--- config.mk ---
export PLATFORM = sky130hd
export DESIGN_NAME = sdram_cmd_sequencer
export DESIGN_NICKNAME = d
export VERILOG_FILES = /design/src/rtl/sdram_cmd_sequencer_pkg.sv /design/src/rtl/sdram_refresh_timer.sv /design/src/rtl/sdram_cmd_sequencer.sv
export SDC_FILE = /design/constraint.sdc
export NUM_CORES = 1
export LEC_CHECK = 0
export BUFFER_PORTS_ARGS = -buffer_cell sky130_fd_sc_hd__buf_2
export CAP_MARGIN = 20
export CORE_ASPECT_RATIO = 0.8
export CORE_MARGIN = 10
export CORE_UTILIZATION = 46
export DETAILED_ROUTE_END_ITERATION = 12
export PLACE_DENSITY = 0.72
export SLEW_MARGIN = 20
export SYNTH_ARGS = -nofsm -noshare
export SYNTH_HDL_FRONTEND = slang
export SYNTH_SLANG_ARGS = --single-unit
--- constraint.sdc ---
create_clock -name clk -period 4.4 [get_ports clk]
set_input_delay 0.44 -clock clk [delete_from_list [all_inputs] [get_ports clk]]
set_output_delay 0.44 -clock clk [all_outputs]
set_load 0.01 [all_outputs]
--- src/rtl/sdram_cmd_sequencer_pkg.sv ---
// Shared SDRAM command encodings, default timings and the sequencer state type.
package sdram_cmd_sequencer_pkg;

    // {RAS, CAS, WE} as driven onto the command pins
    typedef enum logic [2:0] {
        CmdMrs   = 3'b000,
        CmdAr    = 3'b001,
        CmdPre   = 3'b010,
        CmdAct   = 3'b011,
        CmdWrite = 3'b100,
        CmdRead  = 3'b101,
        CmdTerm  = 3'b110,
        CmdNop   = 3'b111
    } sd_cmd_e;

    localparam int unsigned DefInitDelay       = 10000;
    localparam int unsigned DefRefreshInterval = 780;
    localparam int unsigned DefTRp             = 2;
    localparam int unsigned DefTRfc            = 7;
    localparam int unsigned DefTMrd            = 2;
    localparam logic [11:0] DefModeWord        = 12'h037;

    // A10 high selects all banks for PRE
    localparam logic [11:0] AddrAllBanks = 12'h400;

    typedef enum logic [3:0] {
        StInitWait,
        StInitPre,
        StInitAr1,
        StInitAr2,
        StInitMrs,
        StRun,
        StRefWait,
        StRefPre,
        StRefAr
    } seq_state_e;

    function automatic int unsigned max2(input int unsigned a, input int unsigned b);
        return (a > b) ? a : b;
    endfunction

    function automatic int unsigned cnt_width(input int unsigned max_val);
        return (max_val > 0) ? $clog2(max_val + 1) : 1;
    endfunction

endpackage

--- src/rtl/sdram_refresh_timer.sv ---
// Free-running refresh interval counter with a single-entry request flag and sticky overrun.
module sdram_refresh_timer
    import sdram_cmd_sequencer_pkg::*;
#(
    parameter int unsigned REFRESH_INTERVAL = DefRefreshInterval
) (
    input  logic clk,
    input  logic rst,
    input  logic start,
    input  logic clear,
    output logic pending,
    output logic overrun
);

    localparam int unsigned CntW = cnt_width(REFRESH_INTERVAL - 1);
    localparam logic [CntW-1:0] Reload = CntW'(REFRESH_INTERVAL - 1);

    logic            running_q, running_d;
    logic [CntW-1:0] count_q, count_d;
    logic            pending_q, pending_d;
    logic            overrun_q, overrun_d;
    logic            expire;

    always_comb begin
        expire    = running_q && (count_q == '0);
        running_d = running_q;
        count_d   = count_q;
        pending_d = pending_q;
        overrun_d = overrun_q;

        if (start) begin
            running_d = 1'b1;
            count_d   = Reload;
        end else if (running_q) begin
            count_d = expire ? Reload : count_q - CntW'(1);
        end

        // An expiry coinciding with clear is a fresh request, not an overrun
        if (expire) begin
            if (pending_q && !clear) begin
                overrun_d = 1'b1;
            end
            pending_d = 1'b1;
        end else if (clear) begin
            pending_d = 1'b0;
        end
    end

    always_ff @(posedge clk) begin
        if (rst) begin
            running_q <= 1'b0;
            count_q   <= '0;
            pending_q <= 1'b0;
            overrun_q <= 1'b0;
        end else begin
            running_q <= running_d;
            count_q   <= count_d;
            pending_q <= pending_d;
            overrun_q <= overrun_d;
        end
    end

    assign pending = pending_q;
    assign overrun = overrun_q;

endmodule

--- src/rtl/sdram_cmd_sequencer.sv ---
// SDRAM power-up init and auto-refresh sequencer; passes engine commands through when idle.
module sdram_cmd_sequencer
    import sdram_cmd_sequencer_pkg::*;
#(
    parameter int unsigned INIT_DELAY       = DefInitDelay,
    parameter int unsigned REFRESH_INTERVAL = DefRefreshInterval,
    parameter int unsigned T_RP             = DefTRp,
    parameter int unsigned T_RFC            = DefTRfc,
    parameter int unsigned T_MRD            = DefTMrd,
    parameter logic [11:0] MODE_WORD        = DefModeWord
) (
    input  logic        clk,
    input  logic        rst,
    output logic        sd_cke,
    output logic [2:0]  sd_command,
    output logic [11:0] sd_address,
    output logic [1:0]  sd_bank,
    output logic        ready,
    output logic        auto_refresh,
    output logic        refresh_overrun,
    input  logic        read_idle,
    input  logic [2:0]  read_command,
    input  logic [11:0] read_address,
    input  logic [1:0]  read_bank,
    input  logic        write_idle,
    input  logic [2:0]  write_command,
    input  logic [11:0] write_address,
    input  logic [1:0]  write_bank
);

    localparam int unsigned DelayW =
        cnt_width(max2(max2(INIT_DELAY, T_RFC), max2(T_RP, T_MRD)));

    seq_state_e        state_q, state_d;
    logic [DelayW-1:0] delay_q, delay_d;
    sd_cmd_e           cmd_q, cmd_d;
    logic [11:0]       addr_q, addr_d;
    logic [1:0]        bank_q, bank_d;
    logic              cke_q, cke_d;
    logic              ready_q, ready_d;
    logic              auto_ref_q, auto_ref_d;
    logic              timer_start, timer_clear;
    logic              pending;

    sdram_refresh_timer #(
        .REFRESH_INTERVAL(REFRESH_INTERVAL)
    ) u_refresh_timer (
        .clk    (clk),
        .rst    (rst),
        .start  (timer_start),
        .clear  (timer_clear),
        .pending(pending),
        .overrun(refresh_overrun)
    );

    // Each state acts only once its delay has drained; the state names the last command issued
    always_comb begin
        state_d     = state_q;
        delay_d     = delay_q;
        cmd_d       = CmdNop;
        addr_d      = '0;
        bank_d      = '0;
        cke_d       = 1'b1;
        ready_d     = ready_q;
        auto_ref_d  = auto_ref_q;
        timer_start = 1'b0;
        timer_clear = 1'b0;

        if (delay_q != '0) begin
            delay_d = delay_q - DelayW'(1);
        end else begin
            unique case (state_q)
                StInitWait: begin
                    cmd_d   = CmdPre;
                    addr_d  = AddrAllBanks;
                    delay_d = DelayW'(T_RP);
                    state_d = StInitPre;
                end
                StInitPre: begin
                    cmd_d   = CmdAr;
                    delay_d = DelayW'(T_RFC);
                    state_d = StInitAr1;
                end
                StInitAr1: begin
                    cmd_d   = CmdAr;
                    delay_d = DelayW'(T_RFC);
                    state_d = StInitAr2;
                end
                StInitAr2: begin
                    cmd_d   = CmdMrs;
                    addr_d  = MODE_WORD;
                    delay_d = DelayW'(T_MRD);
                    state_d = StInitMrs;
                end
                StInitMrs: begin
                    ready_d     = 1'b1;
                    auto_ref_d  = 1'b0;
                    timer_start = 1'b1;
                    state_d     = StRun;
                end
                StRun: begin
                    if (pending) begin
                        auto_ref_d = 1'b1;
                        state_d    = StRefWait;
                    end
                end
                StRefWait: begin
                    if (read_idle && write_idle) begin
                        cmd_d   = CmdPre;
                        addr_d  = AddrAllBanks;
                        delay_d = DelayW'(T_RP);
                        state_d = StRefPre;
                    end
                end
                StRefPre: begin
                    cmd_d       = CmdAr;
                    delay_d     = DelayW'(T_RFC);
                    timer_clear = 1'b1;
                    state_d     = StRefAr;
                end
                StRefAr: begin
                    auto_ref_d = 1'b0;
                    state_d    = StRun;
                end
                default: state_d = StInitWait;
            endcase
        end
    end

    always_ff @(posedge clk) begin
        if (rst) begin
            state_q    <= StInitWait;
            delay_q    <= DelayW'(INIT_DELAY);
            cmd_q      <= CmdNop;
            addr_q     <= '0;
            bank_q     <= '0;
            cke_q      <= 1'b0;
            ready_q    <= 1'b0;
            auto_ref_q <= 1'b1;
        end else begin
            state_q    <= state_d;
            delay_q    <= delay_d;
            cmd_q      <= cmd_d;
            addr_q     <= addr_d;
            bank_q     <= bank_d;
            cke_q      <= cke_d;
            ready_q    <= ready_d;
            auto_ref_q <= auto_ref_d;
        end
    end

    // Engines reach the pins combinationally only while the sequencer is not using the bus
    always_comb begin
        sd_command = cmd_q;
        sd_address = addr_q;
        sd_bank    = bank_q;
        if (state_q == StRun || state_q == StRefWait) begin
            if (!read_idle) begin
                sd_command = read_command;
                sd_address = read_address;
                sd_bank    = read_bank;
            end else if (!write_idle) begin
                sd_command = write_command;
                sd_address = write_address;
                sd_bank    = write_bank;
            end else begin
                sd_command = CmdNop;
                sd_address = '0;
                sd_bank    = '0;
            end
        end
    end

    assign sd_cke       = cke_q;
    assign ready        = ready_q;
    assign auto_refresh = auto_ref_q;

endmodule

# Yosys cells after proc, flatten, opt, wreduce, memory -nomap -nowiden
# Index checks and enable logic that the tools add are counted.
# op_classes
addsub,2
multipliers,0
div,0
order_cmp,0
n_eq_ne,11
n_shift,0
n_mux,31
bitwise_logic,1
n_reduce_logical,22
# ops
op,n
$pmux 14 s3,1
$mux 12,3
$pmux 11 s3,1
$pmux 4 s8,1
$mux 10,3
$mux 14,2
$eq 4x3->1 const B,4
$reduce_bool 14->1,1
$sub 14x1->14 const B,1
$mux 3,4
$pmux 3 s4,1
$mux 11,1
$logic_not 10->1,1
$sub 10x1->10 const B,1
$eq 4x2->1 const B,2
$mux 1,8
$mux 4,2
$reduce_or 2->1,4
$mux 2,3
$reduce_and 2->1,3
$reduce_and 3->1,2
$reduce_bool 2->1,3
$eq 4x1->1 const B,1
$eq 4x4->1 const B,1
other kinds (11),13
# word_totals
reg_bits,49
latch_bits,0
ramBits,0
rom_bits,0
input_bits,38
word_cells,79
n_memories,0

# Longest topological paths before layout
# Gate-level depths: netlist of run 1.
# depth
word_depth,6
mapped_depth,7
mapped_depth_nobuf,6

# By module
# Synthesis of run 1 repeated with hierarchy kept, for this count alone.
# unflattened
hier_cells,265
area_unflattened_um2,2168.3
# by_module_without_submodules
module,instances,cells_per_inst,area_each_um2,seq_area_each_um2
sdram_cmd_sequencer,1,194,1541.5,520.5
sdram_refresh_timer,1,71,626.9,260.2

# Worst setup path after synthesis of run 1
# Ideal clock, no wire load.
# synth_path
path_type,flip-flop to flip-flop
start,reg delay_q[0]
end,reg delay_q[10]
setup_ns,0.120
t_arrival_ns,1.857
required_ns,4.280
slack_ns,2.424
path_stages_with_launch,7
n_path_buf,0
period_less_slack_ns,1.976
path_cell_list,dfxtp_1 inv_1 ha_1 or4b_2 nor4_4 nor3_1 a211o_1
# synth_between
elab_chain_cells,3
# synth_lines
element,line,rtl
"start, declared",sdram_cmd_sequencer.sv:35,"logic [DelayW-1:0] delay_q, delay_d;"
"start signal, assigned",sdram_cmd_sequencer.sv:133,delay_q <= DelayW'(INIT_DELAY);
"start signal, assigned",sdram_cmd_sequencer.sv:142,delay_q <= delay_d;
"parallel branches: the longest is 3 deep, another holds $sub 14x1->14",-,
# Several ways; the timed one is not identified.
# A chain may end at the register's enable or synchronous reset.

# Final worst setup path of run 1
# layout_path
start,reg state_q[0]
end,out sd_address[0]
# layout_between
elab_chain_cells,3
# layout_lines
element,line,rtl
"start, declared",sdram_cmd_sequencer.sv:34,"seq_state_e state_q, state_d;"
"start signal, assigned",sdram_cmd_sequencer.sv:132,state_q <= StInitWait;
"start signal, assigned",sdram_cmd_sequencer.sv:141,state_q <= state_d;
$eq 4x3->1,sdram_cmd_sequencer.sv:157,if (state_q == StRun || state_q == StRefWait) begin
$logic_or 1x1->1 (*),sdram_cmd_sequencer.sv:157,
$mux 12 (*),sdram_cmd_sequencer.sv:157,
"end, declared",sdram_cmd_sequencer.sv:16,"output logic [11:0] sd_address,"
# Mark *: on every way between the ends. The rest lies on a longest branch, timed or not.

==> run_results.csv, run 1 <==
group,metric,value,unit
setup_path,path_cells,"xor2_1 > nand3b_1 > nor2b_1 > nor2_1 > buf_2",
placement,gp_congestion,0.8568,
yosys,syn_avg_cell_area,8.041,sq um
layout,drive_above_1_share,0.2379,
placement,place_area,0.002387,sq mm
floorplanning,die_w,95.38,um
floorplanning,start_util,0.4882,
cts,cts_resized,0,
cts,cts_tree,"built",
timing,slew-limit-headroom,0.3914,
timing,max_freq,367.3,MHz
drt,avgViaCountPerCell,5.595,
yosys,netlist_area,0.002091,sq mm
drt,route.detailed.drc,0,
layout,antenna_cells,0,
yosys,synth_warnings,0,
cts,post_cts_buffers,0,
placement,port-buffer-count,58,
setup_path,crit_buf_inv,1,
timing,finClkSkew,5.382,ps
global_routing,grt_pass1_vias,1883,
timing,slew_violations,0,
drt,drt-pass1-iter-count,5,
yosys,postSynth.asyncResetShare,0,
setup_path,reg2regPathDepth,6,
power,total_power,0.7641,mW
setup_path,crit_path_start_kind,"flip-flop",
drt,drt_iter0_markers,90,
layout,finish.instance_area,0.002501,sq mm
cts,cts_buffers,5,
drt,ant_nets,0,
global_routing,grt_pass1_wl,9025,um
setup_path,crit_family,"simple AND/OR/NAND/NOR gates",
global_routing,grt_max_degree,28,
setup_path,required,3960,ps
floorplanning,coreArea,0.004283,sq mm
global_routing,grt_overflow_total,0,
setup_path,cp_slowest_cell,"dfxtp_1",
job,maxCapViolations,0,
setup_path,max_stage_delay,570,ps
timing,setup_viol,0,
worst_hold_path,hold_path.class,"reg -> reg",
yosys,synth-seq-cells,38,
cts,clock_path_buffers,2,
timing,fin_crit_sh,0.6188,
timing,finalHoldViolations,0,
run_status,status,"finished clean",
layout,regArea,760.7,sq um
power,ir_worst_vdd,0.2026,mV
yosys,ys.flop_type,"dfxtp_1",
cts,hold_buffers,0,
yosys,yosysSeqAreaShare,0.3639,
timing,tightest_slew,909.5,ps
cts,cts.sinks,38,
yosys,syn_nets,301,
power,p_leak,1.000,nW
drt,wl_per_cell,15.12,um
yosys,syn_inst,260,
floorplanning,dieArea,0.007659,sq mm
drt,vias,2059,
setup_path,crit_path_end_kind,"output pin",
timing,hold_ws,480.5,ps
setup_path,r2r-start,"delay_q[0]$_SDFFE_PP0P_",
setup_path,worstPathArrival,2280,ps
setup_path,critPathKind,"reg -> out",
cts,cts-root-buf,"clkbuf_8",
drt,routed_wl,5564,um
cts,clk_latency,300,ps
layout,fin_cells,368,
placement,dp_hpwl,4144,um
yosys,yosysUniqueCellTypes,45,
setup_path,crit_fanout,22,
setup_path,cp.depth,5,
floorplanning,ios,59,
timing,fin_crit,2723,ps
setup_path,endpoint,"sd_address[0]",
placement,place_inst,360,
timing,final.setup.tns,0,ps
yosys,synth_edf_count,0,
cts,path_clk_slew,80,ps
cts,cts_htree_levels,2,
layout,multi_input_area,0.001231,sq mm
setup_path,reg2reg_slack,1820,ps
global_routing,grt_util_all_layers,0.1459,
setup_path,startpoint,"state_q[0]$_SDFFE_PP0P_",
timing,rsz0062_at_grt,"false",
layout,area_growth_syn_to_layout,19.63,%
power,p_per_area,305.5,mW/mm^2
layout,fill_cells,426,
layout,layout.nets,351,
floorplanning,die_h,80.30,um
floorplanning,num_rows,21,
global_routing,antenna_found_initial,0,
setup_path,reg2reg_to,"u_refresh_timer.count_q[8]$_SDFFE_PP0P_",
==> metal layers <==
metal	global-route usage	vias up	wire length, um
met3	0.03160	9	146
met5	0	-	0
met1	0.1875	964	2493
met2	0.2286	28	2824
li1	-	1058	-
met4	0.06471	0	99
==> tightest hold or removal path: cells and delay by family (launching register included) <==
kind            cells  cell delay, ps
compound gates      1              50
flops               1             330
simple gates        1              60
==> worst min path at each step <==
| stage | startpoint | end | slack [ps] | depth (start not counted) |
|---|---|---|---|---|
| 3_3_place_gp | u_refresh_timer.overrun$_SDFFE_PP0P_ | u_refresh_timer.overrun$_SDFFE_PP0P_ | 470 | 2 |
| 4_1_cts | u_refresh_timer.overrun$_SDFFE_PP0P_ | u_refresh_timer.overrun$_SDFFE_PP0P_ | 480 | 2 |
| 3_5_place_dp | u_refresh_timer.overrun$_SDFFE_PP0P_ | u_refresh_timer.overrun$_SDFFE_PP0P_ | 470 | 2 |
| 2_1_floorplan | delay_q[7]$_SDFFE_PP0P_ | delay_q[7]$_SDFFE_PP0P_ | 460 | 2 |
| 6_report | u_refresh_timer.overrun$_SDFFE_PP0P_ | u_refresh_timer.overrun$_SDFFE_PP0P_ | 480 | 2 |
| 5_1_grt | u_refresh_timer.overrun$_SDFFE_PP0P_ | u_refresh_timer.overrun$_SDFFE_PP0P_ | 500 | 2 |
==> area by class of cell <==
| class | count | share of cell area |
|---|---|---|
| clock buffer | 5 | 0.02751 |
| sequential | 38 | 0.3042 |
| inverter | 9 | 0.01351 |
| clock inverter | 3 | 0.01801 |
| timing repair buffer | 58 | 0.1161 |
| multi-input combinational | 198 | 0.4922 |
| tap | 57 | 0.02851 |
==> metrics by stage <==
step / util / worst slack, ps
2_1_floorplan: - / 2424
3_3_place_gp: 0.5574 / 1964
3_5_place_dp: 0.5574 / 1853
4_1_cts: 0.5840 / 1695
5_1_grt: 0.5840 / 1481
6_report: 0.5840 / 1677
==> synthesized netlist by cell type, drive strengths merged, types with 8 or more instances <==
cell | instances | area share
dfxtp | 38 | 0.36
xor2 | 8 | 0.034
inv | 9 | 0.016
nor2 | 27 | 0.048
a21oi | 17 | 0.041
nand2 | 21 | 0.038
o21ai | 15 | 0.036
clkbuf | 12 | 0.022
nor3 | 10 | 0.024
or4 | 8 | 0.029
nor4 | 9 | 0.037
a22oi | 9 | 0.032
==> logic make-up (layout without fill, tap and decap cells) <==
| family | after synthesis | after routing | share of synthesized area |
|---|---|---|---|
| AOI/OAI and AO/OA | 68 | 68 | 0.2077 |
| xor gates and xnor gates | 13 | 13 | 0.05446 |
| adders and majority gates | 4 | 4 | 0.02274 |
| buffers and inverters | 24 | 75 | 0.04727 |
| DFF | 38 | 38 | 0.3639 |
| muxes | 1 | 1 | 0.004788 |
| and+or+nand+nor | 112 | 112 | 0.2992 |
==> power by group <==
group          internal, mW  switching [mW]
Clock                 0.169           0.137
Sequential            0.355          0.0164
Combinational        0.0404          0.0464
Total                 0.564           0.200
==> flip-flops by register name, indices dropped and copies added, names as in the netlist <==
name,count
addr_q,2
auto_refresh,1
cmd_q,3
delay_q,14
sd_cke,1
state_q,4
u_refresh_timer.count_q,10
u_refresh_timer.overrun,1
u_refresh_timer.pending,1
u_refresh_timer.running_q,1
==> placed cells by master, fill, tap and decap left out, types with 2 or more instances in the layout <==
cell | Yosys | routed
buf_2 | 1 | 58
dfxtp_1 | 38 | 38
nor2_1 | 27 | 27
nand2_1 | 21 | 21
a21oi_1 | 17 | 17
o21ai_0 | 14 | 14
nor3_1 | 10 | 10
inv_1 | 9 | 9
a22oi_1 | 9 | 9
xor2_1 | 8 | 8
or4_1 | 8 | 8
nor4_1 | 7 | 7
nand2b_1 | 6 | 6
o31ai_1 | 6 | 6
nand3b_1 | 5 | 5
a221oi_1 | 5 | 5
xnor2_1 | 5 | 5
clkbuf_8 | 0 | 5
o22ai_1 | 4 | 4
or3_1 | 4 | 4
a31oi_1 | 4 | 4
nor2b_1 | 3 | 3
a211o_1 | 3 | 3
nand4_1 | 3 | 3
nor4b_1 | 3 | 3
or2_2 | 3 | 3
ha_1 | 3 | 3
nor3b_1 | 2 | 2
or4b_2 | 2 | 2
and3_1 | 2 | 2
nand3_1 | 2 | 2
clkinvlp_4 | 0 | 2
Power figures use the tool's default switching activity.
==> run 2: changes to the inputs <==
- ABC_AREA: unset -> 1
- PLACE_DENSITY: 0.72 -> 0.7
- clock period: 4.4 -> 2.8 ns (I/O delays scaled with it)
==> run_results.csv, run 2 <==
group,metric,value,unit
run_status,status,"finished clean",
timing,final.setup.tns,0,ps
yosys,yosysUniqueCellTypes,31,
layout,layout.nets,490,
cts,clk_latency,290,ps
yosys,syn_avg_cell_area,6.158,sq um
placement,dp_hpwl,4811,um
yosys,yosys.area_share.simple,0.4332,
yosys,ys.flop_type,"dfxtp_1",
yosys,yosysMostFrequentCell,"nand2_1",
setup_path,max_stage_delay,370,ps
yosys,yosys.area_share.xor_xnor,0.02166,
layout,multi_input_area,0.001354,sq mm
yosys,postSynth.asyncResetShare,0,
placement,port-buffer-count,58,
setup_path,cp_slowest_cell,"dfxtp_1",
drt,top_layer,"met3",
global_routing,grt_pass1_wl,10470,um
yosys,synth_edf_count,0,
drt,ant_nets,0,
cts,cts.sinks,38,
floorplanning,dieArea,0.008597,sq mm
timing,setup_ws,722.6,ps
timing,rsz0062_at_grt,"false",
setup_path,crit_path_start_kind,"flip-flop",
floorplanning,start_util,0.4790,
layout,largest_register_ffs,14,
yosys,synth_area_leaders,"dfxtp_1 (31%), nand2_1 (14%), nand3_1 (11%)",
yosys,synth_compound_area_frac,0.08767,
setup_path,crit_fanout,15,
cts,hold_buffers,0,
setup_path,crit_top_cell,"nand2_1",
yosys,synthAdderAreaFrac,0.01547,
cts,path_clk_slew,70,ps
worst_hold_path,hold_depth,3,
layout,drive_above_1_share,0.1960,
drt,vias,2479,
drt,wl_met2,2883,um
yosys,synthMuxAreaShare,0,
yosys,synth-seq-cells,38,
drt,wl_met3,278,um
cts,cts_htree_levels,2,
drt,drt-pass1-iter-count,4,
layout,top_register,"delay_q",
setup_path,path_cells,"inv_1 > nor2_1 > nand2_1 > nand2_2 > inv_2 > nand2_1 > nand2_1 > buf_2",
setup_path,worstPathArrival,1800,ps
cts,cts_resized,0,
layout,fill_cells,499,
cts,post_cts_buffers,0,
setup_path,critPathKind,"reg -> out",
floorplanning,coreArea,0.005065,sq mm
yosys,syn_inst,394,
yosys,synth_largest_area_cell,"dfxtp_1",
setup_path,reg2regPathDepth,9,
job,maxCapViolations,0,
yosys,yosysSeqAreaShare,0.3136,
cts,cts-root-buf,"clkbuf_8",
placement,place_area,0.002749,sq mm
setup_path,cp.depth,8,
timing,setup_viol,0,
placement,gp_congestion,0.8881,
cts,clock_path_buffers,2,
global_routing,antenna_found_initial,0,
floorplanning,num_rows,23,
timing,fin_crit_sh,0.7419,
setup_path,endpoint,"sd_address[4]",
global_routing,grt_pass1_vias,2299,
yosys,netlist_area,0.002426,sq mm
setup_path,reg2reg_to,"state_q[0]$_SDFFE_PP0P_",
timing,finalHoldViolations,0,
floorplanning,die_h,84.96,um
global_routing,grt_util_all_layers,0.1410,
yosys,syn_nets,435,
cts,cts_tree,"built",
setup_path,startpoint,"state_q[1]$_SDFFE_PP0P_",
yosys,synth.top_cell.area_share,0.3136,
layout,utilization,0.5583,
cts,cts_buffers,5,
floorplanning,ios,59,
yosys,synth_commonest_cells,"nand2_1 (93), inv_1 (67), nand3_1 (51), nor2_1 (51), dfxtp_1 (38)",
floorplanning,die_w,101.2,um
layout,layout_common_cells,"nand2_1 (93), inv_1 (67), buf_2 (58)",
setup_path,crit_family,"simple AND/OR/NAND/NOR gates",
power,ir_worst_vdd,0.3983,mV
setup_path,required,2520,ps
layout,antenna_cells,0,
drt,route.detailed.drc,0,
timing,slew-limit-headroom,0.6673,
worst_hold_path,hold_path.class,"in -> reg",
timing,fin_crit,2077,ps
timing,finClkSkew,12.62,ps
setup_path,r2r-start,"delay_q[0]$_SDFFE_PP0P_",
yosys,synth_warnings,0,
drt,drt_iter0_markers,144,
drt,wl_per_cell,11.74,um
global_routing,grt_overflow_total,0,
global_routing,grt_max_degree,35,
layout,finish.instance_area,0.002828,sq mm
timing,max_freq,481.4,MHz
layout,regArea,760.7,sq um
timing,slew_violations,0,
power,p_leak,1.611,nW
layout,top_regs,"delay_q x14, u_refresh_timer.count_q x10, state_q x4",
drt,routed_wl,5998,um
yosys,synth_top_family_by_area,"simple AND/OR/NAND/NOR gates",
setup_path,reg2reg_slack,1180,ps
setup_path,crit_path_end_kind,"output pin",
drt,met1_length,2836,um
timing,hold_ws,317.5,ps
layout,final_common_cell,"nand2_1",
timing,tightest_slew,498.6,ps
setup_path,crit_buf_inv,3,
placement,place_ws,1025,ps
power,p_per_area,387.3,mW/mm^2
drt,avgViaCountPerCell,4.851,
layout,area_growth_syn_to_layout,16.55,%
## run 2: changes by cell type in the layout (fill, tap and decap cells not counted), moves of 5 or more
cell      previous run  this run
o21ai_0             14        24
nor4_1               7         0
inv_1                9        67
a21oi_1             17        10
nand2_1             21        93
nand3_1              2        51
a221oi_1             5         0
or4_1                8         0
a22oi_1              9         0
nor2_1              27        51
nand2b_1             6         0
o31ai_1              6         0
## run 2: kinds of logic after synthesis
family / Yosys count
and+or+nand+nor: 227
xor gates and xnor gates: 6
DFF: 38
AOI/OAI and AO/OA: 39
buffers and inverters: 81
adders and majority gates: 3
## run 2: worst min path at each step
| stage | startpoint | to | slack, ps |
|---|---|---|---|
| detailed placement | u_refresh_timer.overrun$_SDFFE_PP0P_ | u_refresh_timer.overrun$_SDFFE_PP0P_ | 450 |
| global route | write_idle | addr_q[10]$_SDFF_PP0_ | 340 |
| finish | write_idle | addr_q[10]$_SDFF_PP0_ | 320 |
| global placement | u_refresh_timer.overrun$_SDFFE_PP0P_ | u_refresh_timer.overrun$_SDFFE_PP0P_ | 440 |
| CTS | write_idle | addr_q[10]$_SDFF_PP0_ | 310 |
| floorplan | u_refresh_timer.count_q[2]$_SDFFE_PP0P_ | u_refresh_timer.count_q[2]$_SDFFE_PP0P_ | 440 |
## run 2: layout make-up
class	instances	area share
multi-input cells	275	0.4788
flip-flops and latches	38	0.2690
repair buffers	58	0.1027
inverters	71	0.09425
well taps	62	0.02743
clock buffers	5	0.02434
clock inverters	2	0.003540
## run 2: worst reg2reg max path, cell delays in order (launching register included)
cell and delay, ps:
dfxtp_1 310, inv_1 140, ha_1 210, nand2_1 110, nor2_4 190, nand2_2 150
nor2_1 170, nand3_1 100, nand2_1 70, nor2_1 40
## run 2: report_power, final
group	internal (mW)	switching [mW]	total, mW
Combinational	0.0663	0.0988	0.165
Clock	0.167	0.186	0.353
Sequential	0.559	0.0185	0.577
Total	0.792	0.303	1.10
## run 2: per-stage QoR
stage	instances	power, mW
6_report	511	1.095
5_1_grt	511	1.164
4_1_cts	511	1.108
3_5_place_dp	504	0.7546
3_3_place_gp	504	0.7516
2_1_floorplan	394	0.7069
## run 2: metal layers
metal  track usage  vias to the layer above
met5             0                        -
met4       0.01138                        0
met3       0.03890                        0
met2        0.2327                       44
met1        0.1847                     1096
li1              -                     1339
==> run 3: changes to the inputs <==
- PLACE_DENSITY: 0.7 -> 0.73
- clock period: 2.8 -> 1.9 ns (I/O delays scaled with it)
==> run_results.csv, run 3 (same netlist as run 2, synthesis figures left out) <==
group,metric,value,unit
run_status,status,"finished clean",
placement,place_area,0.002771,sq mm
setup_path,crit_fanout,9,
layout,area_growth_syn_to_layout,18.62,%
power,total_power,1.617,mW
layout,largest_register_ffs,14,
timing,slew-limit-headroom,0.7084,
placement,gp_congestion,0.8601,
cts,clk_latency,280,ps
floorplanning,num_rows,23,
timing,fin_crit,1738,ps
floorplanning,dieArea,0.008597,sq mm
drt,vias,2475,
timing,max_freq,575.4,MHz
cts,cts-root-buf,"clkbuf_8",
power,p_leak,1.632,nW
global_routing,grt_pass1_wl,10700,um
worst_hold_path,hold_path.class,"in -> reg",
drt,avgViaCountPerCell,4.797,
setup_path,crit_path_end_kind,"output pin",
timing,slew_violations,0,
timing,rsz0062_at_grt,"false",
timing,finalHoldViolations,0,
drt,routed_wl,6052,um
placement,dp_hpwl,4794,um
layout,final_common_cell,"nand2_1",
cts,cts.sinks,38,
setup_path,critPathKind,"reg -> out",
cts,hold_buffers,0,
placement,port-buffer-count,58,
drt,ant_nets,0,
timing,setup_viol,0,
layout,top_regs,"delay_q x14, u_refresh_timer.count_q x10, state_q x4",
drt,drt_iter0_markers,120,
timing,fin_crit_sh,0.9146,
layout,utilization,0.5682,
layout,top_register,"delay_q",
setup_path,crit_path_start_kind,"flip-flop",
job,maxCapViolations,0,
layout,antenna_cells,0,
timing,tightest_slew,436.9,ps
cts,clock_path_buffers,2,
floorplanning,coreArea,0.005065,sq mm
cts,cts_htree_levels,2,
drt,route.detailed.drc,0,
timing,final.setup.tns,0,ps
setup_path,worstPathArrival,1550,ps
layout,layout_common_cells,"nand2_1 (92), inv_1 (67), buf_2 (58)",
layout,finish.instance_area,0.002878,sq mm
floorplanning,die_w,101.2,um
global_routing,grt_util_all_layers,0.1441,
layout,layout.nets,495,
global_routing,antenna_found_initial,0,
floorplanning,die_h,84.96,um
floorplanning,ios,59,
timing,finClkSkew,4.361,ps
drt,wl_per_cell,11.73,um
power,ir_worst_vdd,0.3584,mV
setup_path,required,1710,ps
floorplanning,start_util,0.4790,
cts,path_clk_slew,70,ps
layout,drive_above_1_share,0.2115,
global_routing,grt_pass1_vias,2426,
global_routing,grt_overflow_total,0,
drt,drt-pass1-iter-count,4,
power,p_per_area,562.0,mW/mm^2
cts,cts_tree,"built",
layout,fill_cells,497,
global_routing,grt_max_degree,22,
cts,cts_buffers,5,
run 3: path summary, 6_finish.rpt:
kind	from	depth (start not counted)	slack (ps)	to
max	state_q[2]$_SDFFE_PP0P_	8	160	sd_address[10]
min	write_idle	3	220	addr_q[10]$_SDFF_PP0_
max reg2reg	delay_q[0]$_SDFFE_PP0P_	9	330	auto_refresh$_SDFFE_PP1P_
min reg2reg	u_refresh_timer.overrun$_SDFFE_PP0P_	2	450	u_refresh_timer.overrun$_SDFFE_PP0P_
run 3: per-stage QoR:
stage	worst slack, ps	cells	hold slack [ps]
final	162.2	516	224.9
after detailed placement	224.9	507	445.7
after global routing	27.16	516	260.0
after floorplan	558.4	394	360.8
after CTS	35.53	514	221.4
after global placement	296.2	507	440.3
run 3: final cells by class:
class                           instances  area [sq um]  share of cell area
Sequential cell                        38         763.2              0.2652
Tap cell                               62         77.57             0.02696
Timing Repair Buffer                   63         327.8              0.1139
Multi-Input combinational cell        275          1366              0.4748
Inverter                               71         266.5             0.09261
Clock buffer                            7         76.32             0.02652
run 3: layer usage:
layer | wire [um] | GRT usage
met5 | 0 | 0
met4 | 67 | 0.03413
met3 | 296 | 0.03485
met2 | 2942 | 0.2442
met1 | 2746 | 0.1782
run 3: worst max-delay path, stage by stage, from the launching register on:
cell	delay, ps
dfxtp_2	390
inv_2	70
nor2_4	140
nand2_1	130
nand2_4	120
buf_4	170
nand2_1	60
nand2_1	60
buf_2	130
run 3: power by group:
part,switching (mW),leakage (nW),total [mW],internal [mW]
sequential,0.0286,0.309,0.852,0.824
clock,0.261,0.0383,0.513,0.253
combinational,0.150,1.28,0.252,0.102
run 3: timing repair:
action	in CTS	in global routing
resized for setup	2	4
pin swaps	0	1
setup buffers	0	2
setup endpoints to repair	9	9
